$ cat src/rtl/ex_mem_stage_pkg.sv
// Shared types and constants for the EX->MEM stage: status bit positions, exception
// cause codes, the stage FSM states, the packed pipeline entry and the fault decoder.
package ex_mem_pkg;

  localparam int DATA_W     = 32;
  localparam int STATUS_W   = 8;
  localparam int REG_ADDR_W = 5;

  localparam int ST_RSV0  = 0;
  localparam int ST_RSV1  = 1;
  localparam int ST_DIVZ  = 2;
  localparam int ST_INVA  = 3;
  localparam int ST_NEG   = 4;
  localparam int ST_CARRY = 5;
  localparam int ST_OVF   = 6;
  localparam int ST_ZERO  = 7;

  localparam logic [2:0] EXC_NONE = 3'd0;
  localparam logic [2:0] EXC_OVF  = 3'd1;
  localparam logic [2:0] EXC_LMIS = 3'd2;
  localparam logic [2:0] EXC_SMIS = 3'd3;
  localparam logic [2:0] EXC_DIVZ = 3'd4;

  typedef enum logic {RUN = 1'b0, TRAP = 1'b1} state_e;

  typedef struct packed {
    logic [DATA_W-1:0]     result;
    logic [DATA_W-1:0]     store_data;
    logic [REG_ADDR_W-1:0] rd;
    logic                  mem_read;
    logic                  mem_write;
    logic                  reg_write;
  } entry_t;

  // Priority: div-by-zero, then trapping overflow, then misaligned access (load over store).
  function automatic logic [2:0] decode_fault(input logic divz, input logic ovf,
                                              input logic inva, input logic ovf_trap,
                                              input logic mem_read, input logic mem_write);
    logic [2:0] cause;
    cause = EXC_NONE;
    if (divz)                                 cause = EXC_DIVZ;
    else if (ovf && ovf_trap)                 cause = EXC_OVF;
    else if (inva && (mem_read || mem_write)) cause = mem_read ? EXC_LMIS : EXC_SMIS;
    return cause;
  endfunction

endpackage

$ cat src/rtl/ex_mem_stage_if.sv
// Upstream (ALU side) and downstream (MEM side) handshake bundle of the EX->MEM stage.
// master: the surrounding pipeline; slave: the stage itself.
interface ex_mem_stage_if;

  logic                              in_valid;
  logic                              in_ready;
  logic [ex_mem_pkg::DATA_W-1:0]     in_result;
  logic [ex_mem_pkg::STATUS_W-1:0]   in_status;
  logic [ex_mem_pkg::DATA_W-1:0]     in_store_data;
  logic [ex_mem_pkg::DATA_W-1:0]     in_pc;
  logic [ex_mem_pkg::REG_ADDR_W-1:0] in_rd;
  logic                              in_mem_read;
  logic                              in_mem_write;
  logic                              in_reg_write;
  logic                              in_ovf_trap;

  logic                              out_valid;
  logic                              out_ready;
  logic [ex_mem_pkg::DATA_W-1:0]     out_result;
  logic [ex_mem_pkg::DATA_W-1:0]     out_store_data;
  logic [ex_mem_pkg::REG_ADDR_W-1:0] out_rd;
  logic                              out_mem_read;
  logic                              out_mem_write;
  logic                              out_reg_write;

  modport master (
    output in_valid, in_result, in_status, in_store_data, in_pc, in_rd,
           in_mem_read, in_mem_write, in_reg_write, in_ovf_trap, out_ready,
    input  in_ready, out_valid, out_result, out_store_data, out_rd,
           out_mem_read, out_mem_write, out_reg_write
  );

  modport slave (
    input  in_valid, in_result, in_status, in_store_data, in_pc, in_rd,
           in_mem_read, in_mem_write, in_reg_write, in_ovf_trap, out_ready,
    output in_ready, out_valid, out_result, out_store_data, out_rd,
           out_mem_read, out_mem_write, out_reg_write
  );

endinterface

$ cat src/rtl/ex_mem_stage_skid.sv
// Generic 2-entry valid/ready skid buffer: a main (output) register plus one overflow slot.
// push_ready depends only on register state; flush empties both slots.
module ex_mem_skid #(
  parameter int W = 8
) (
  input  logic         clk,
  input  logic         rst_n,
  input  logic         flush,
  input  logic         push_valid,
  input  logic [W-1:0] push_data,
  output logic         push_ready,
  output logic         pop_valid,
  output logic [W-1:0] pop_data,
  input  logic         pop_ready
);

  logic         main_v_q, main_v_d;
  logic         skid_v_q, skid_v_d;
  logic [W-1:0] main_q, main_d;
  logic [W-1:0] skid_q, skid_d;
  logic         push;
  logic         pop;

  assign push_ready = !skid_v_q;
  assign push       = push_valid && push_ready;
  assign pop        = main_v_q && pop_ready;
  assign pop_valid  = main_v_q;
  assign pop_data   = main_q;

  always_comb begin
    main_v_d = main_v_q;
    skid_v_d = skid_v_q;
    main_d   = main_q;
    skid_d   = skid_q;
    if (flush) begin
      main_v_d = 1'b0;
      skid_v_d = 1'b0;
    end else if (pop || !main_v_q) begin
      // Main slot frees up: the older skid entry always moves in before new input.
      if (skid_v_q) begin
        main_d   = skid_q;
        main_v_d = 1'b1;
        skid_v_d = 1'b0;
      end else begin
        main_v_d = push;
        if (push) main_d = push_data;
      end
    end else if (push) begin
      skid_d   = push_data;
      skid_v_d = 1'b1;
    end
  end

  always_ff @(posedge clk or negedge rst_n) begin
    if (!rst_n) begin
      main_v_q <= 1'b0;
      skid_v_q <= 1'b0;
      main_q   <= '0;
      skid_q   <= '0;
    end else begin
      main_v_q <= main_v_d;
      skid_v_q <= skid_v_d;
      main_q   <= main_d;
      skid_q   <= skid_d;
    end
  end

endmodule

$ cat src/rtl/ex_mem_stage.sv
// EX->MEM pipeline stage: skid-buffered handshake, precise exception capture with side-effect
// squashing, and optional performance counters enabled by defining EX_MEM_PERF_EN.
module ex_mem_stage
  import ex_mem_pkg::*;
(
  input  logic                 clk,
  input  logic                 rst_n,
  ex_mem_stage_if.slave        bus,
  input  logic                 flush,
  output logic                 exc_pending,
  output logic [2:0]           exc_cause,
  output logic [DATA_W-1:0]    exc_epc,
  input  logic                 exc_ack,
  output logic [31:0]          perf_stall_cnt,
  output logic [31:0]          perf_exc_cnt
);

  state_e              state_q;
  logic [2:0]          cause_q;
  logic [DATA_W-1:0]   epc_q;
  logic                skid_ready;
  logic                accept;
  logic [2:0]          fault_cause;
  logic                fault;
  entry_t              in_entry;
  entry_t              out_entry;
  logic                unused_status;

  assign bus.in_ready = skid_ready && (state_q == RUN) && !flush;
  assign accept       = bus.in_valid && bus.in_ready;

  assign fault_cause = decode_fault(bus.in_status[ST_DIVZ], bus.in_status[ST_OVF],
                                    bus.in_status[ST_INVA], bus.in_ovf_trap,
                                    bus.in_mem_read, bus.in_mem_write);
  assign fault       = (fault_cause != EXC_NONE);
  assign unused_status = ^{bus.in_status[ST_ZERO], bus.in_status[ST_CARRY], bus.in_status[ST_NEG],
                           bus.in_status[ST_RSV1], bus.in_status[ST_RSV0]};

  // A faulting instruction still flows downstream, but with every side effect squashed.
  assign in_entry = '{result:     bus.in_result,
                      store_data: bus.in_store_data,
                      rd:         bus.in_rd,
                      mem_read:   bus.in_mem_read  && !fault,
                      mem_write:  bus.in_mem_write && !fault,
                      reg_write:  bus.in_reg_write && !fault};

  ex_mem_skid #(.W($bits(entry_t))) u_skid (
    .clk        (clk),
    .rst_n      (rst_n),
    .flush      (flush),
    .push_valid (accept),
    .push_data  (in_entry),
    .push_ready (skid_ready),
    .pop_valid  (bus.out_valid),
    .pop_data   (out_entry),
    .pop_ready  (bus.out_ready)
  );

  assign bus.out_result     = out_entry.result;
  assign bus.out_store_data = out_entry.store_data;
  assign bus.out_rd         = out_entry.rd;
  assign bus.out_mem_read   = out_entry.mem_read;
  assign bus.out_mem_write  = out_entry.mem_write;
  assign bus.out_reg_write  = out_entry.reg_write;

  // Intake is closed in TRAP, so a new fault and an acknowledge can never coincide.
  always_ff @(posedge clk or negedge rst_n) begin
    if (!rst_n) begin
      state_q <= RUN;
      cause_q <= EXC_NONE;
      epc_q   <= '0;
    end else begin
      case (state_q)
        RUN: begin
          if (accept && fault) begin
            state_q <= TRAP;
            cause_q <= fault_cause;
            epc_q   <= bus.in_pc;
          end
        end
        TRAP: begin
          if (exc_ack) begin
            state_q <= RUN;
            cause_q <= EXC_NONE;
          end
        end
        default: state_q <= RUN;
      endcase
    end
  end

  assign exc_pending = (state_q == TRAP);
  assign exc_cause   = cause_q;
  assign exc_epc     = epc_q;

`ifdef EX_MEM_PERF_EN
  logic [31:0] stall_cnt_q, stall_cnt_d;
  logic [31:0] exc_cnt_q, exc_cnt_d;

  function automatic logic [31:0] sat_inc(input logic [31:0] v, input logic en);
    return (en && (v != 32'hFFFF_FFFF)) ? v + 32'd1 : v;
  endfunction

  always_comb begin
    stall_cnt_d = sat_inc(stall_cnt_q, bus.out_valid && !bus.out_ready);
    exc_cnt_d   = sat_inc(exc_cnt_q, accept && fault);
  end

  always_ff @(posedge clk or negedge rst_n) begin
    if (!rst_n) begin
      stall_cnt_q <= '0;
      exc_cnt_q   <= '0;
    end else begin
      stall_cnt_q <= stall_cnt_d;
      exc_cnt_q   <= exc_cnt_d;
    end
  end

  assign perf_stall_cnt = stall_cnt_q;
  assign perf_exc_cnt   = exc_cnt_q;
`else
  assign perf_stall_cnt = '0;
  assign perf_exc_cnt   = '0;
`endif

endmodule

$ cat src/flat_wrapper.sv
// flat-port wrapper written by rule: the top's interface ports become plain ports
module ex_mem_stage_flat import ex_mem_pkg::*;
  (clk, rst_n, flush, exc_pending, exc_cause, exc_epc, exc_ack, perf_stall_cnt, perf_exc_cnt, bus_in_valid, bus_in_result, bus_in_status, bus_in_store_data, bus_in_pc, bus_in_rd, bus_in_mem_read, bus_in_mem_write, bus_in_reg_write, bus_in_ovf_trap, bus_out_ready, bus_in_ready, bus_out_valid, bus_out_result, bus_out_store_data, bus_out_rd, bus_out_mem_read, bus_out_mem_write, bus_out_reg_write);
  ex_mem_stage_if bus_i ();
  input  logic clk;
  input  logic rst_n;
  input  logic flush;
  output logic exc_pending;
  output logic [2:0] exc_cause;
  output logic [DATA_W-1:0] exc_epc;
  input  logic exc_ack;
  output logic [31:0] perf_stall_cnt;
  output logic [31:0] perf_exc_cnt;
  input wire logic [$bits(bus_i.in_valid)-1:0] bus_in_valid;
  input wire logic [$bits(bus_i.in_result)-1:0] bus_in_result;
  input wire logic [$bits(bus_i.in_status)-1:0] bus_in_status;
  input wire logic [$bits(bus_i.in_store_data)-1:0] bus_in_store_data;
  input wire logic [$bits(bus_i.in_pc)-1:0] bus_in_pc;
  input wire logic [$bits(bus_i.in_rd)-1:0] bus_in_rd;
  input wire logic [$bits(bus_i.in_mem_read)-1:0] bus_in_mem_read;
  input wire logic [$bits(bus_i.in_mem_write)-1:0] bus_in_mem_write;
  input wire logic [$bits(bus_i.in_reg_write)-1:0] bus_in_reg_write;
  input wire logic [$bits(bus_i.in_ovf_trap)-1:0] bus_in_ovf_trap;
  input wire logic [$bits(bus_i.out_ready)-1:0] bus_out_ready;
  output wire logic [$bits(bus_i.in_ready)-1:0] bus_in_ready;
  output wire logic [$bits(bus_i.out_valid)-1:0] bus_out_valid;
  output wire logic [$bits(bus_i.out_result)-1:0] bus_out_result;
  output wire logic [$bits(bus_i.out_store_data)-1:0] bus_out_store_data;
  output wire logic [$bits(bus_i.out_rd)-1:0] bus_out_rd;
  output wire logic [$bits(bus_i.out_mem_read)-1:0] bus_out_mem_read;
  output wire logic [$bits(bus_i.out_mem_write)-1:0] bus_out_mem_write;
  output wire logic [$bits(bus_i.out_reg_write)-1:0] bus_out_reg_write;
  assign bus_i.in_valid = bus_in_valid;
  assign bus_i.in_result = bus_in_result;
  assign bus_i.in_status = bus_in_status;
  assign bus_i.in_store_data = bus_in_store_data;
  assign bus_i.in_pc = bus_in_pc;
  assign bus_i.in_rd = bus_in_rd;
  assign bus_i.in_mem_read = bus_in_mem_read;
  assign bus_i.in_mem_write = bus_in_mem_write;
  assign bus_i.in_reg_write = bus_in_reg_write;
  assign bus_i.in_ovf_trap = bus_in_ovf_trap;
  assign bus_i.out_ready = bus_out_ready;
  assign bus_in_ready = bus_i.in_ready;
  assign bus_out_valid = bus_i.out_valid;
  assign bus_out_result = bus_i.out_result;
  assign bus_out_store_data = bus_i.out_store_data;
  assign bus_out_rd = bus_i.out_rd;
  assign bus_out_mem_read = bus_i.out_mem_read;
  assign bus_out_mem_write = bus_i.out_mem_write;
  assign bus_out_reg_write = bus_i.out_reg_write;
  ex_mem_stage u_core (.clk(clk), .rst_n(rst_n), .bus(bus_i), .flush(flush), .exc_pending(exc_pending), .exc_cause(exc_cause), .exc_epc(exc_epc), .exc_ack(exc_ack), .perf_stall_cnt(perf_stall_cnt), .perf_exc_cnt(perf_exc_cnt));
endmodule
$ cat config.mk
export PLATFORM = sky130hd
export DESIGN_NAME = ex_mem_stage_flat
export DESIGN_NICKNAME = d
export VERILOG_FILES = /design/src/rtl/ex_mem_stage_pkg.sv /design/src/rtl/ex_mem_stage_if.sv /design/src/rtl/ex_mem_stage_skid.sv /design/src/rtl/ex_mem_stage.sv /design/src/flat_wrapper.sv
export SDC_FILE = /design/constraint.sdc
export NUM_CORES = 1
export LEC_CHECK = 0
export CORE_MARGIN = 3
export CORE_UTILIZATION = 49
export DETAILED_ROUTE_END_ITERATION = 10
export PLACE_DENSITY = 0.86
export RECOVER_POWER = 25
export SLEW_MARGIN = 20
export SYNTH_ARGS = -nofsm -noshare
export SYNTH_HDL_FRONTEND = slang
export SYNTH_SLANG_ARGS = --single-unit
$ cat constraint.sdc
create_clock -name clk -period 4.1 [get_ports clk]
set_input_delay 0.82 -clock clk [delete_from_list [all_inputs] [get_ports clk]]
set_output_delay 0.82 -clock clk [all_outputs]
set_load 0.005 [all_outputs]
# Yosys cells after proc, flatten, opt, wreduce, memory -nomap -nowiden
# Index checks and enable logic that the tools add are counted.
# word_totals
output_inout_bits	174
latch_bits	0
mem_count	0
ff_bits	182
ram_bits	0
mem_bits_ro	0
# op_classes
n_eq_ne	2
bitwise_logic	3
div_mod_pow	0
n_reduce_logical	25
mul	0
order_cmp	0
n_mux	18
shifts	0
addsub	0
# ops
op	n
$mux W72	2
$mux W3	5
$logic_and A1 B1 Y1	11
$mux W1	9
$pmux W3 S2	1
$reduce_and A3 Y1	2
$reduce_bool A3 Y1	2
$logic_not A1 Y1	4
$ne A2 B2 Y1 const B	2
$reduce_and A2 Y1	2
$reduce_bool A2 Y1	2
$not A1 Y1	3
$logic_or A1 B1 Y1	2
$pmux W1 S2	1

# Logic depth before layout (Yosys ltp)
# depth
depth_word	10
mapped_depth	5
depth_no_buf	3

# Modules after synthesis
# From an unflattened synthesis, not the netlist that was laid out.
# hier_totals
hier_cells	553
hier_area_um2	8361.8
# by_module_without_submodules
mod	instances	cells_each	seq_area_each_um2	area_per_inst_um2
ex_mem_skid	1	393	3653.5	6299.8
ex_mem_stage	1	160	900.9	2062.0

# Least setup slack after synthesis
# OpenSTA, ideal clock, no wires.
# synth_timing
path_kind	input to register
start	input flush
end	register u_core.epc_q[10] (netlist: u_core.exc_epc[10])
arrival_time_ps	1944
stages	5
path_buffers	2
setup_slack_ps	2031
path_cell_list	nor4b_4 a21boi_1 buf_4 buf_6 mux2_2
# synth_via
elab_chain_len	5
# synth_lines
item	line	source
from (decl)	flat_wrapper.sv:7	input logic flush;
$logic_not A1 Y1	ex_mem_stage.sv:29	assign bus.in_ready = skid_ready && (state_q == RUN) && !flush;
$logic_and A1 B1 Y1	ex_mem_stage.sv:29	
$logic_and A1 B1 Y1	ex_mem_stage.sv:30	assign accept = bus.in_valid && bus.in_ready;
$logic_and A1 B1 Y1	ex_mem_stage.sv:75	if (accept && fault) begin
$reduce_and A2 Y1 (no line)	-	
to (signal assigned)	ex_mem_stage.sv:78	epc_q <= bus.in_pc;
to (decl)	ex_mem_stage.sv:20	logic [DATA_W-1:0] epc_q;
# Every way passes these cells.
# A chain may end at the register's enable or synchronous reset.

# Worst setup path in the final report
# layout_timing
start	register u_core.u_skid.skid_v_q
end	output bus_in_ready
# layout_via
elab_chain_len	3
# layout_lines
item	line	source
from (decl)	ex_mem_stage_skid.sv:18	logic skid_v_q, skid_v_d;
from (signal assigned)	ex_mem_stage_skid.sv:62	skid_v_q <= skid_v_d;
$logic_not A1 Y1	ex_mem_stage_skid.sv:24	assign push_ready = !skid_v_q;
$logic_and A1 B1 Y1 (2 in a row)	ex_mem_stage.sv:29	
to (decl)	flat_wrapper.sv:25	output wire logic [$bits(bus_i.in_ready)-1:0] bus_in_ready;
# Every way passes these cells.

==> metrics.csv <==
metric;value;unit
nets;895;
grt_overflow_total;0;
final_layout_size_suffix_gt1_share;34.5;%
worstPathCellList;nor3_1 -> clkdlybuf4s50_1;
crit_fanout;77;
antenna_found_initial;0;
max_stage_delay;1.14;ns
place.gp.congestion;0.769;
multi_input_area;3250;um^2
intPower;0.00415;W
viasPerCell;5.00;
grt_pass1_wl;28400;um
status;finished with violations;
hold_slack;0.486;ns
clock_skew;0.00797;ns
synth_flop_cell;dfrtp_1;
syn_to_final_growth;33.7;%
synthesis.area;8240;um^2
postCtsSetupBuffers;0;
vias;5013;
nFillCells;1130;
fin_crit_sh;74.5;%
cp_num_buf_inv;1;
ir_drop;0.000276;V
critPathCaptureType;output port;
firstDrtPassIters;4;
numPortBuffers;223;
ant_nets;0;
swShare;23.2;%
clock_power_share;32.4;%
grt_pass1_vias;5427;
min_path_type;reg -> reg;
share_seq_of_total_power;44.7;%
final_cell_mix;mux2_2, clkdlybuf4s50_1, dfrtp_1, conb_1, clkbuf_16;
relSlewSlack;-25.5;%
wl_per_cell;17.9;um
synthArstFlopShare;100;%
cts_resized;0;
synth_seq_cells;182;
cp_slowest_cell;dfrtp_4;
power_density;491;nW/um^2
coreArea;16200;um^2
cts.clk_slew.worst_paths;0.06;ns
clkSinkCount;182;
grt_max_degree;78;
clk_latency;0.42;ns
fin_crit;3.05;ns
timing.fmax;328;MHz
start_util;50.9;%
rows;46;
hold_viol;0;
p_comb_share;22.9;%
ys_seq_area_share;55.3;%
first_iter_violations;161;
die_h;136;um
worst_pin_slew;1.88;ns
diodes;0;
synth.avg_cell_area;14.8;um^2
final_common_cell;mux2_2;
yosys_warnings;0;
clockBufferDepth;2;
cts-root-buf;clkbuf_16;
num_io_pins;293;
crit_required;3.28;ns
die_area;18400;um^2
worstSetupStartpointType;register;
wl;17900;um
cts_htree_levels;4;
grt_usage;19.9;%
die-width;136;um
synth_edf_count;0;
cp_top_family;flip-flops;
dpl.hpwl;12700;um
final.setup.tns;0;ns
drv_slew;73;
max_cap_violations;1;
cts_buffers;17;
violations;capacitance limit, slew limit;
cp.arrival;2.23;ns
power.switching;0.00126;W
synthesis.instances;555;
regArea;4560;um^2
grt_setup_unrepaired;false;
ys_types;30;
leakage;4.79;nW
hold_buffers;0;
route.detailed.drc;0;
cts_tree;built;
critPathKind;reg -> out;
setup_violations;0;
==> cells in the mapped netlist, types with 3 or more instances <==
master    count  area, um^2
mux2_2      231        2600
dfrtp_1     182        4550
buf_4        65         488
mux2_1       13         146
buf_2        12        60.1
buf_6        10         113
nand2_1       6        22.5
and3_1        3        18.8
clkbuf_1      3        11.3
o21ai_0       3        15.0
==> cell families (layout without fill, tap and decap cells) <==
family                 count (synthesis)  in the layout  synth area share (%)
multiplexers                         246            246                  33.6
flip-flops                           182            182                  55.3
buffers and inverters                 93            261                  8.29
AND/OR/NAND/NOR                       20             20                  1.52
AO/OA/AOI/OAI                         13             13                  1.26
other                                  1             64                0.0455
==> flip-flops by register name (all words and copies together) (netlist names) <==
register	flops
u_core.exc_epc	32
u_core.u_skid.skid_q	72
u_core.exc_cause	3
u_core.u_skid.pop_data	72
u_core.u_skid.pop_valid	1
u_core.exc_pending	1
u_core.u_skid.skid_v_q	1
==> worst paths after layout <==
path / cells past startpoint / slack, ns / endpoint / start
worst min-delay path: 1 / 0.49 / u_core.u_skid.pop_data[31] / u_core.u_skid.pop_data[31]
worst max register to register: 4 / 1.51 / u_core.exc_epc[22] / u_core.u_skid.skid_v_q
worst min register to register: 1 / 0.49 / u_core.u_skid.pop_data[31] / u_core.u_skid.pop_data[31]
worst max-delay path: 2 / 1.05 / bus_in_ready / u_core.u_skid.skid_v_q
min in group asynchronous: 1 / 0.87 / u_core.u_skid.pop_data[40] / rst_n
max in group asynchronous: 2 / 1.75 / u_core.exc_epc[8] / rst_n
==> power by group through the flow <==
stage,Clock (W),Combinational [W],Sequential [W]
finish,0.00175,0.00124,0.00242
floorplan,0,0.000512,0.00242
detailed placement,0,0.00126,0.00245
global placement,0,0.00122,0.00241
global route,0.00185,0.00134,0.00247
CTS,0.00178,0.00126,0.00242
==> per-layer routing <==
metal	up-vias	share of wire [%]	global-route usage, %
met5	-	0	0
met4	0	1.5	6.44
met3	24	9.4	8.32
met2	204	51	33.8
met1	2508	38	22.7
li1	2277	-	-
==> worst reg2reg max path: stages, from the launching register on <==
cell	delay, ns
dfrtp_4	0.85
nor4b_4	0.57
a21boi_4	0.24
buf_4	0.40
mux2_2	0.42
==> area by class of cell <==
cell class	instances	share of cell area (%)
inverters	3	0.102
multi-input cells	343	29.5
repair buffers	229	20.9
flip-flops and latches	182	41.4
clock inverters	9	1.61
well taps	216	2.45
clock buffers	20	4.06
==> stage by stage <==
step           util (%)  area (um^2)  std cells  total power, W  worst slack, ns
2_1_floorplan         -         8470        618         0.00294             2.03
3_3_place_gp       64.3        10400        973         0.00363             1.12
3_5_place_dp       64.3        10400        973         0.00370             1.09
4_1_cts            68.1        11000       1002         0.00547            0.982
5_1_grt            68.1        11000       1002         0.00567            0.938
6_report           68.1        11000       1002         0.00541             1.05
Note: power is estimated with default switching activity, not from simulation.
